<file path="src/rtl/rgbw_frame_scheduler.sv">
// rgbw_frame_scheduler
// Receive-side frame parser for the RGBW light engine. Bytes arrive from the
// SPI slave as a level "rdy" (asynchronous to clk) plus a data byte. A frame
// is the sync byte 0x55 followed by 7 payload bytes (lint, colorIdx, red,
// green, blue, white, mode). A complete frame is held until the next PWM
// period boundary and then committed to all outputs in one edge.
//
// Optional build macro: CHECKSUM_EN -- the frame carries an 8th payload byte
// equal to the mod-256 sum of the 7 payload bytes; mismatches are rejected.
//
// Ports:
//   clk, reset            system clock, asynchronous active-high reset
//   rdy, buffRx_spi       byte-ready level and received byte from SPI slave
//   period_end            one-cycle PWM period boundary strobe
//   *_sync (7 x 8 bit)    committed frame values
//   upd_pulse             high in the first cycle new values are visible
//   frame_err             one-cycle strobe on timeout, overrun or bad checksum
//   busy                  high while a frame is being received or is pending
module rgbw_frame_scheduler #(
    parameter int TIMEOUT_CYCLES = 4096,
    parameter int TO_W           = 13
) (
    input  logic       clk,
    input  logic       reset,
    input  logic       rdy,
    input  logic [7:0] buffRx_spi,
    input  logic       period_end,
    output logic [7:0] lint_sync,
    output logic [7:0] colorIdx_sync,
    output logic [7:0] red_sync,
    output logic [7:0] green_sync,
    output logic [7:0] blue_sync,
    output logic [7:0] white_sync,
    output logic [7:0] mode_sync,
    output logic       upd_pulse,
    output logic       frame_err,
    output logic       busy
);

    typedef enum logic [1:0] {
        ST_HUNT = 2'd0,
        ST_RECV = 2'd1,
`ifdef CHECKSUM_EN
        ST_CHK  = 2'd2,
`endif
        ST_PEND = 2'd3
    } state_t;

    localparam logic [7:0]      SYNC_BYTE = 8'h55;
    localparam logic [TO_W-1:0] TO_LAST   = TO_W'(TIMEOUT_CYCLES - 1);

`ifdef CHECKSUM_EN
    // Mod-256 sum of the seven staged payload bytes.
    function automatic logic [7:0] sum7(input logic [55:0] flat);
        logic [7:0] acc;
        acc = 8'h00;
        for (int i = 0; i < 7; i++) begin
            acc = acc + flat[i*8 +: 8];
        end
        return acc;
    endfunction
`endif

    logic            rdy_sync1_r, rdy_sync2_r, rdy_sync3_r;
    logic            bev_s;
    state_t          state_r, state_nxt_s;
    logic [2:0]      idx_r;
    logic [TO_W-1:0] to_cnt_r;
    logic [7:0]      stage_r [7];
    logic            store_s, err_s, commit_s, discard_s, timeout_s;

    // Two-flop synchroniser for rdy plus a third flop for rise detection.
    always_ff @(posedge clk or posedge reset) begin
        if (reset) begin
            rdy_sync1_r <= 1'b0;
            rdy_sync2_r <= 1'b0;
            rdy_sync3_r <= 1'b0;
        end else begin
            rdy_sync1_r <= rdy;
            rdy_sync2_r <= rdy_sync1_r;
            rdy_sync3_r <= rdy_sync2_r;
        end
    end

    assign bev_s     = rdy_sync2_r & ~rdy_sync3_r;
    // A byte arriving in the expiry cycle wins over the timeout.
    assign timeout_s = (to_cnt_r == TO_LAST) && !bev_s;

    // FSM state register.
    always_ff @(posedge clk or posedge reset) begin
        if (reset) begin
            state_r <= ST_HUNT;
        end else begin
            state_r <= state_nxt_s;
        end
    end

    // Next-state and per-cycle control decode.
    always_comb begin
        state_nxt_s = state_r;
        store_s     = 1'b0;
        err_s       = 1'b0;
        commit_s    = 1'b0;
        discard_s   = 1'b0;
        case (state_r)
            ST_HUNT: begin
                if (bev_s && (buffRx_spi == SYNC_BYTE)) begin
                    state_nxt_s = ST_RECV;
                end else begin
                    state_nxt_s = ST_HUNT;
                end
            end
            ST_RECV: begin
                if (bev_s) begin
                    store_s = 1'b1;
                    if (idx_r == 3'd6) begin
`ifdef CHECKSUM_EN
                        state_nxt_s = ST_CHK;
`else
                        state_nxt_s = ST_PEND;
`endif
                    end else begin
                        state_nxt_s = ST_RECV;
                    end
                end else if (timeout_s) begin
                    err_s       = 1'b1;
                    discard_s   = 1'b1;
                    state_nxt_s = ST_HUNT;
                end else begin
                    state_nxt_s = ST_RECV;
                end
            end
`ifdef CHECKSUM_EN
            ST_CHK: begin
                if (bev_s) begin
                    if (buffRx_spi == sum7({stage_r[6], stage_r[5], stage_r[4], stage_r[3],
                                            stage_r[2], stage_r[1], stage_r[0]})) begin
                        state_nxt_s = ST_PEND;
                    end else begin
                        err_s       = 1'b1;
                        discard_s   = 1'b1;
                        state_nxt_s = ST_HUNT;
                    end
                end else if (timeout_s) begin
                    err_s       = 1'b1;
                    discard_s   = 1'b1;
                    state_nxt_s = ST_HUNT;
                end else begin
                    state_nxt_s = ST_CHK;
                end
            end
`endif
            ST_PEND: begin
                // Overrun byte is dropped; the pending frame still commits.
                if (bev_s) begin
                    err_s = 1'b1;
                end else begin
                    err_s = 1'b0;
                end
                if (period_end) begin
                    commit_s    = 1'b1;
                    state_nxt_s = ST_HUNT;
                end else begin
                    state_nxt_s = ST_PEND;
                end
            end
            default: begin
                state_nxt_s = ST_HUNT;
            end
        endcase
    end

    // Inter-byte timeout counter: idle outside RECV/CHK, cleared by every byte.
    always_ff @(posedge clk or posedge reset) begin
        if (reset) begin
            to_cnt_r <= '0;
        end else if ((state_r == ST_HUNT) || (state_r == ST_PEND) || bev_s) begin
            to_cnt_r <= '0;
        end else if (to_cnt_r != TO_LAST) begin
            to_cnt_r <= to_cnt_r + TO_W'(1);
        end else begin
            to_cnt_r <= to_cnt_r;
        end
    end

    // Payload index and staging registers.
    always_ff @(posedge clk or posedge reset) begin
        if (reset) begin
            idx_r <= 3'd0;
            for (int i = 0; i < 7; i++) stage_r[i] <= 8'h00;
        end else begin
            if (state_r == ST_HUNT) begin
                idx_r <= 3'd0;
            end else if (store_s) begin
                idx_r <= idx_r + 3'd1;
            end else begin
                idx_r <= idx_r;
            end
            for (int i = 0; i < 7; i++) begin
                if (discard_s) begin
                    stage_r[i] <= 8'h00;
                end else if (store_s && (idx_r == 3'(i))) begin
                    stage_r[i] <= buffRx_spi;
                end else begin
                    stage_r[i] <= stage_r[i];
                end
            end
        end
    end

    // Committed outputs and status strobes.
    always_ff @(posedge clk or posedge reset) begin
        if (reset) begin
            lint_sync     <= 8'h00;
            colorIdx_sync <= 8'h00;
            red_sync      <= 8'h00;
            green_sync    <= 8'h00;
            blue_sync     <= 8'h00;
            white_sync    <= 8'h00;
            mode_sync     <= 8'h00;
            upd_pulse     <= 1'b0;
            frame_err     <= 1'b0;
            busy          <= 1'b0;
        end else begin
            if (commit_s) begin
                lint_sync     <= stage_r[0];
                colorIdx_sync <= stage_r[1];
                red_sync      <= stage_r[2];
                green_sync    <= stage_r[3];
                blue_sync     <= stage_r[4];
                white_sync    <= stage_r[5];
                mode_sync     <= stage_r[6];
            end else begin
                lint_sync     <= lint_sync;
                colorIdx_sync <= colorIdx_sync;
                red_sync      <= red_sync;
                green_sync    <= green_sync;
                blue_sync     <= blue_sync;
                white_sync    <= white_sync;
                mode_sync     <= mode_sync;
            end
            upd_pulse <= commit_s;
            frame_err <= err_s;
            busy      <= (state_nxt_s != ST_HUNT);
        end
    end

endmodule

</file>
<file path="config.mk">
export PLATFORM = sky130hd
export DESIGN_NAME = rgbw_frame_scheduler
export DESIGN_NICKNAME = d
export VERILOG_FILES = /design/src/rtl/rgbw_frame_scheduler.sv
export SDC_FILE = /design/constraint.sdc
export NUM_CORES = 1
export LEC_CHECK = 0
export BUFFER_PORTS_ARGS = -buffer_cell sky130_fd_sc_hd__buf_2
export CORE_ASPECT_RATIO = 1.4
export CORE_MARGIN = 4
export CORE_UTILIZATION = 50
export CTS_BUF_LIST = sky130_fd_sc_hd__clkbuf_4
export DETAILED_ROUTE_END_ITERATION = 16
export PLACE_DENSITY = 0.75
export SETUP_SLACK_MARGIN = 0.5
export SLEW_MARGIN = 5
export SYNTH_ARGS = -nofsm -noshare
export SYNTH_HDL_FRONTEND = slang
export SYNTH_SLANG_ARGS = --single-unit
</file>
<file path="constraint.sdc">
create_clock -name clk -period 6.3 [get_ports clk]
set_input_delay 1.26 -clock clk [delete_from_list [all_inputs] [get_ports clk]]
set_output_delay 1.26 -clock clk [all_outputs]
set_load 0.01 [all_outputs]
</file>
==> flow_summary.json, run 1 <==
{
  "timing_worst_slew_pin_value_ps": 1030,
  "drt_iter0_markers": 214,
  "tritoncts": "done",
  "r2r_setup_slack_ps": 3870,
  "ctsResizeCount": 0,
  "critPathCaptureType": "flip-flop",
  "synth_area_um2": 5600,
  "worst_path_largest_cell_delay_ps": 970,
  "num_io_pins": 71,
  "yosysWarningCount": 0,
  "drv_cap": 0,
  "largest_register_ffs": 56,
  "post_synth_most_frequent_cells": "dfrtp_1 (136), mux2_2 (56), nand2_1 (51)",
  "clockBufferDepth": 2,
  "chipWidth_um": 97.4,
  "worst_min_delay_path_class": "reg2reg",
  "final.period_utilization": 0.386,
  "crit_arrival_ps": 2790,
  "detail-route-antenna-nets": 0,
  "globalplace.congestion": 0.784,
  "htreeDepth": 4,
  "synth_area_per_cell_um2": 12.0,
  "buffer_ports.inserted": 70,
  "die_height_um": 133,
  "netlist_instances": 466,
  "fp.dieArea_um2": 13000,
  "report.final.hold_viol_count": 0,
  "fin_skew_ps": 16.3,
  "overflow": 0,
  "report.final.setup_viol": 0,
  "cell_by_cell_trace_of_the_critical_path": "nand4_1, nor4_2, and3_2, nor2_1",
  "core-area_um2": 10900,
  "stdcell_area_um2": 6320,
  "post_cts_buffers": 0,
  "drc": 0,
  "worst_slew_margin_rel": 0.311,
  "syn_to_final_growth_pct": 12.8,
  "route.vias.total": 3749,
  "routed_wirelength_um": 11400,
  "path_max_fanout": 57,
  "timing.critical_path.slowest_stage_cell": "and3_2",
  "dp_hpwl_um": 7690,
  "critical_path.top_delay_family": "simple AND/OR/NAND/NOR gates",
  "drv_slew": 0,
  "detail_route.vias_per_cell": 5.49,
  "run_status": "finished, final reports clean",
  "worst_setup_hold_path_clk_slew_ps": 110,
  "async_reset_ff_frac": 1.00,
  "rsz_0062_raised_after_global_routing": "false",
  "count_of_nets_after_finishing": 552,
  "timing.reg2reg.worst_path_depth": 4,
  "pin_count_of_the_biggest_net_entering_global_routing": 76,
  "min_period_ps": 2430,
  "antenna_cells": 0,
  "synth_fp_nets": 488,
  "n_fill_cell": 950,
  "initial_core_util": 0.513,
  "grtUsageTotal": 0.184,
  "synth_top_cells_by_area": "dfrtp_1 (61%), mux2_2 (11%), mux2i_1 (4.3%), nand2_1 (3.4%), a21oi_1 (3.3%)",
  "lkg_pwr_nw": 3.07,
  "critical_path.n_buffers_inverters": 0,
  "registers.top_by_ff_count": "stage_r",
  "netlist.top_cell.by_area": "dfrtp_1",
  "grt_pass1_vias": 3906,
  "setup.worst_path.class": "reg2reg",
  "detailed_place.area_um2": 6040,
  "cp_num_cells": 4,
  "clk_root_buffer_cell": "clkbuf_4",
  "cts_hold_repair.buffers": 0,
  "power.ir.vdd_worst_v": 0.000130,
  "post_synth_num_cell_types": 47,
  "layout-drive-gt1-share": 0.304,
  "pwr_density_cell_nw_per_um2": 265,
  "clk-insertion-delay-late_ps": 530,
  "cts-buffers-inserted": 17,
  "rows": 45,
  "top_regs": "stage_r (56), to_cnt_r (13)",
  "number_of_antenna_violations_at_the_first_check_in_global_routing": 0,
  "drt_pre_antenna_iters": 5,
  "synthMostInstantiatedCell": "dfrtp_1",
  "area_share_of_the_leading_cell_type_in_the_synthesized_netlist": 0.608,
  "hold_slack_ps": 366,
  "crit_path_start_kind": "flip-flop",
  "postSynth.topFlopCell": "dfrtp_1",
  "synth.yosys.seq_area_share": 0.608,
  "grt_pass1_wl_um": 19300,
  "synth-edff-count": 0,
  "fin_tns_setup_ps": 0,
  "cts_sinks": 136,
  "ys_seq_elements": 136,
  "whs_path_depth": 0,
  "route.detailed.wl_per_inst_um": 16.7,
  "timing.critical_path.required_ps": 6660,
  "timing.fmax_mhz": 411
}
per-layer routing:
metal,up-vias,track usage,share of wire
met2,80,0.322,0.53
met5,-,0,0
met1,1904,0.216,0.41
li1,1746,-,-
met3,19,0.0519,0.040
met4,0,0.0677,0.023
per-stage QoR:
stage | setup WS, ps | std cells | utilization | power (mW)
after floorplan | 1400 | 466 | - | 1.06
after global placement | 3490 | 652 | 0.553 | 1.11
after detailed placement | 3420 | 652 | 0.553 | 1.12
after CTS | 3890 | 683 | 0.579 | 1.69
after global routing | 3630 | 683 | 0.579 | 1.75
final | 3870 | 683 | 0.579 | 1.67
worst register-to-register path: stages, from the launching register on:
cell and delay [ps]:
dfrtp_1 410, nand4_1 320, nor4_2 420, and3_2 970, nor2_1 150
layout by cell type (no fill, tap or decap), types with 4 or more instances in the layout:
cell type	count
mux2i_1	24
clkbuf_4	20
a21oi_1	37
mux2_2	56
inv_1	8
nand2_1	50
buf_2	70
dfrtp_1	136
o21ai_0	4
nor2_1	34
ha_1	10
nand3_1	33
layout make-up:
| type | count | area, um^2 | share of cell area |
|---|---|---|---|
| Clock buffer | 20 | 150 | 0.0238 |
| Clock inverter | 11 | 131 | 0.0208 |
| Inverter | 9 | 36.3 | 0.00574 |
| Multi-Input combinational cell | 293 | 2050 | 0.324 |
| Sequential cell | 136 | 3400 | 0.539 |
| Tap cell | 141 | 176 | 0.0279 |
| Timing Repair Buffer | 73 | 373 | 0.0590 |
power breakdown:
part	leakage (nW)	switching (mW)	total (mW)	internal, mW
clock	0.151	0.291	0.571	0.280
combinational	1.34	0.0804	0.140	0.0596
sequential	1.58	0.0322	0.961	0.929
total	3.07	0.404	1.67	1.27
logic make-up after synthesis:
kind of cell,synth area share
multiplexers,0.155
AO/OA/AOI/OAI,0.0594
adder cells (fa/ha/maj),0.0223
AND/OR/NAND/NOR,0.122
buffers and inverters,0.0297
XOR/XNOR,0.00313
flip-flops,0.608
worst paths after layout:
| check | start | to |
|---|---|---|
| hold reg to reg | rdy_sync1_r | rdy_sync2_r |
| max in group asynchronous | reset | stage_r[5] |
| setup reg to reg | to_cnt_r[9] | stage_r[11] |
| hold / removal | rdy_sync1_r | rdy_sync2_r |
| setup / recovery | to_cnt_r[9] | stage_r[11] |
| min in group asynchronous | reset | stage_r[26] |
Note: power is estimated with default switching activity, not from simulation.
==> run 2: changes to the inputs <==
==> constraint.sdc (replaced) <==
create_clock -name clk -period 2.4 [get_ports clk]
set_input_delay 0.48 -clock clk [delete_from_list [all_inputs] [get_ports clk]]
set_output_delay 0.48 -clock clk [all_outputs]
set_load 0.01 [all_outputs]
==> run 2 against run 1 <==
Against the previous run: sequential power grew to 2.6 times the previous value; non-clock buffer count rose by 8; global-route usage is 0.90 points higher; hold slack lost 310 ps; cell count increased by 0.59%; setup slack worse by 3300 ps; utilization is 0.99 points higher; clock skew is 6.9 ps lower; cell area is 1.7% higher; highest routed layer unchanged.
==> flow_summary.json, run 2 (same netlist as run 1, synthesis figures left out) <==
{
  "run_status": "finished, final reports clean",
  "setup.worst_path.class": "reg2reg",
  "overall_power_mw": 4.16,
  "globalplace.congestion": 0.808,
  "rsz_0062_raised_after_global_routing": "true",
  "drt_iter0_markers": 232,
  "rows": 45,
  "grtUsageTotal": 0.193,
  "layout.cells.most_common": "dfrtp_1",
  "syn_to_final_growth_pct": 14.8,
  "buffer_ports.inserted": 70,
  "number_of_antenna_violations_at_the_first_check_in_global_routing": 0,
  "lkg_pwr_nw": 3.11,
  "layout-drive-gt1-share": 0.332,
  "drv_cap": 0,
  "critPathCaptureType": "flip-flop",
  "antenna_cells": 0,
  "worst_setup_hold_path_clk_slew_ps": 100,
  "report.final.setup_viol": 0,
  "initial_core_util": 0.513,
  "htreeDepth": 4,
  "grt_pass1_wl_um": 19900,
  "path_max_fanout": 6,
  "worst_min_delay_path_class": "in2reg",
  "detail_route.vias_per_cell": 5.48,
  "placed_instances": 658,
  "tritoncts": "done",
  "fin_tns_setup_ps": 0,
  "clk-insertion-delay-late_ps": 520,
  "report.final.hold_viol_count": 0,
  "hold_slack_ps": 53.2,
  "dp_hpwl_um": 8110,
  "top_regs": "stage_r (56), to_cnt_r (13)",
  "grt_pass1_vias": 3920,
  "timing.critical_path.required_ps": 2830,
  "drv_slew": 0,
  "overflow": 0,
  "chipWidth_um": 97.4,
  "count_of_nets_after_finishing": 560,
  "layout_common_cells": "dfrtp_1 (134), buf_2 (70), mux2_2 (56)",
  "timing_worst_slew_pin_value_ps": 521,
  "clockBufferDepth": 2,
  "route.vias.total": 3768,
  "min_period_ps": 1840,
  "largest_register_ffs": 56,
  "worst_slew_margin_rel": 0.649,
  "timing.fmax_mhz": 543,
  "drt_pre_antenna_iters": 5,
  "route.detailed.wl_per_inst_um": 17.2,
  "fp.dieArea_um2": 13000,
  "pin_count_of_the_biggest_net_entering_global_routing": 57,
  "clk_root_buffer_cell": "clkbuf_4",
  "detail-route-antenna-nets": 0,
  "drc": 0,
  "num_io_pins": 71,
  "power.ir.vdd_worst_v": 0.000268,
  "post_layout_nonfiller_instances": 687,
  "core-area_um2": 10900,
  "die_height_um": 133,
  "crit_path_start_kind": "flip-flop",
  "routed_wirelength_um": 11800,
  "cts-buffers-inserted": 17,
  "crit_arrival_ps": 2270,
  "pwr_density_cell_nw_per_um2": 647,
  "cts_sinks": 136,
  "n_fill_cell": 908,
  "final.period_utilization": 0.767,
  "fin_skew_ps": 9.40,
  "registers.top_by_ff_count": "stage_r"
}
-- run 2: changes by cell type in the layout (fill, tap and decap cells not counted), sizes merged --
cell / delta
buf: +7
bufinv: -2
clkbuf: +1
clkinv: -2
dlygate4sd3: +1
inv: -1
-- run 2: path summary, 6_finish.rpt --
kind	from	end	slack (ps)	depth (start not counted)
max reg2reg	to_cnt_r[5]	to_cnt_r[11]	560	4
max in group asynchronous	reset	white_sync[4]	1290	4
max	to_cnt_r[5]	to_cnt_r[11]	560	4
min	rdy	rdy_sync1_r	50	1
min in group asynchronous	reset	stage_r[37]	490	3
min reg2reg	rdy_sync1_r	rdy_sync2_r	360	0
-- run 2: layout make-up --
| cell class | count | area [um^2] | area share |
|---|---|---|---|
| Sequential cell | 136 | 3410 | 0.530 |
| Tap cell | 141 | 176 | 0.0274 |
| Timing Repair Buffer | 81 | 489 | 0.0761 |
| Multi-Input combinational cell | 293 | 2100 | 0.327 |
| Clock inverter | 6 | 56.3 | 0.00876 |
| Inverter | 9 | 37.5 | 0.00584 |
| Clock buffer | 21 | 158 | 0.0245 |
-- run 2: metal layers --
metal | vias up | part of all wire | routed length, um | track usage
li1 | 1755 | - | - | -
met1 | 1887 | 0.39 | 4630 | 0.226
met2 | 107 | 0.53 | 6200 | 0.333
met3 | 19 | 0.061 | 714 | 0.0534
met4 | 0 | 0.021 | 246 | 0.0824
met5 | - | 0 | 0 | 0
-- run 2: worst max-delay path: stages, from the launching register on --
cell and delay, ps:
dfrtp_1 450, nand4_4 180, or3_4 430, or4_1 480
a21oi_1 220
-- run 2: what timing repair did --
| action | CTS | global route |
|---|---|---|
| buffers inserted | 0 | 1 |
| pin swaps | 0 | 1 |
| hold buffers | 1 | 0 |
| cloned | 0 | 0 |
| endpoints found under the hold margin | 12 | 0 |
| gates resized for setup | 2 | 12 |
| endpoints found under the setup margin | 25 | 55 |
-- run 2: report_power, final --
group,switching [mW],internal [mW]
sequential,0.0836,2.44
combinational,0.214,0.169
clock,0.728,0.523
total,1.03,3.13
-- run 2: through the flow --
step | instance area (um^2) | util | setup WS, ps
after floorplan | 5600 | - | 227
after CTS | 6370 | 0.583 | 396
final | 6430 | 0.588 | 560
after global routing | 6430 | 0.588 | 482
after global placement | 6130 | 0.562 | 494
after detailed placement | 6130 | 0.562 | 411
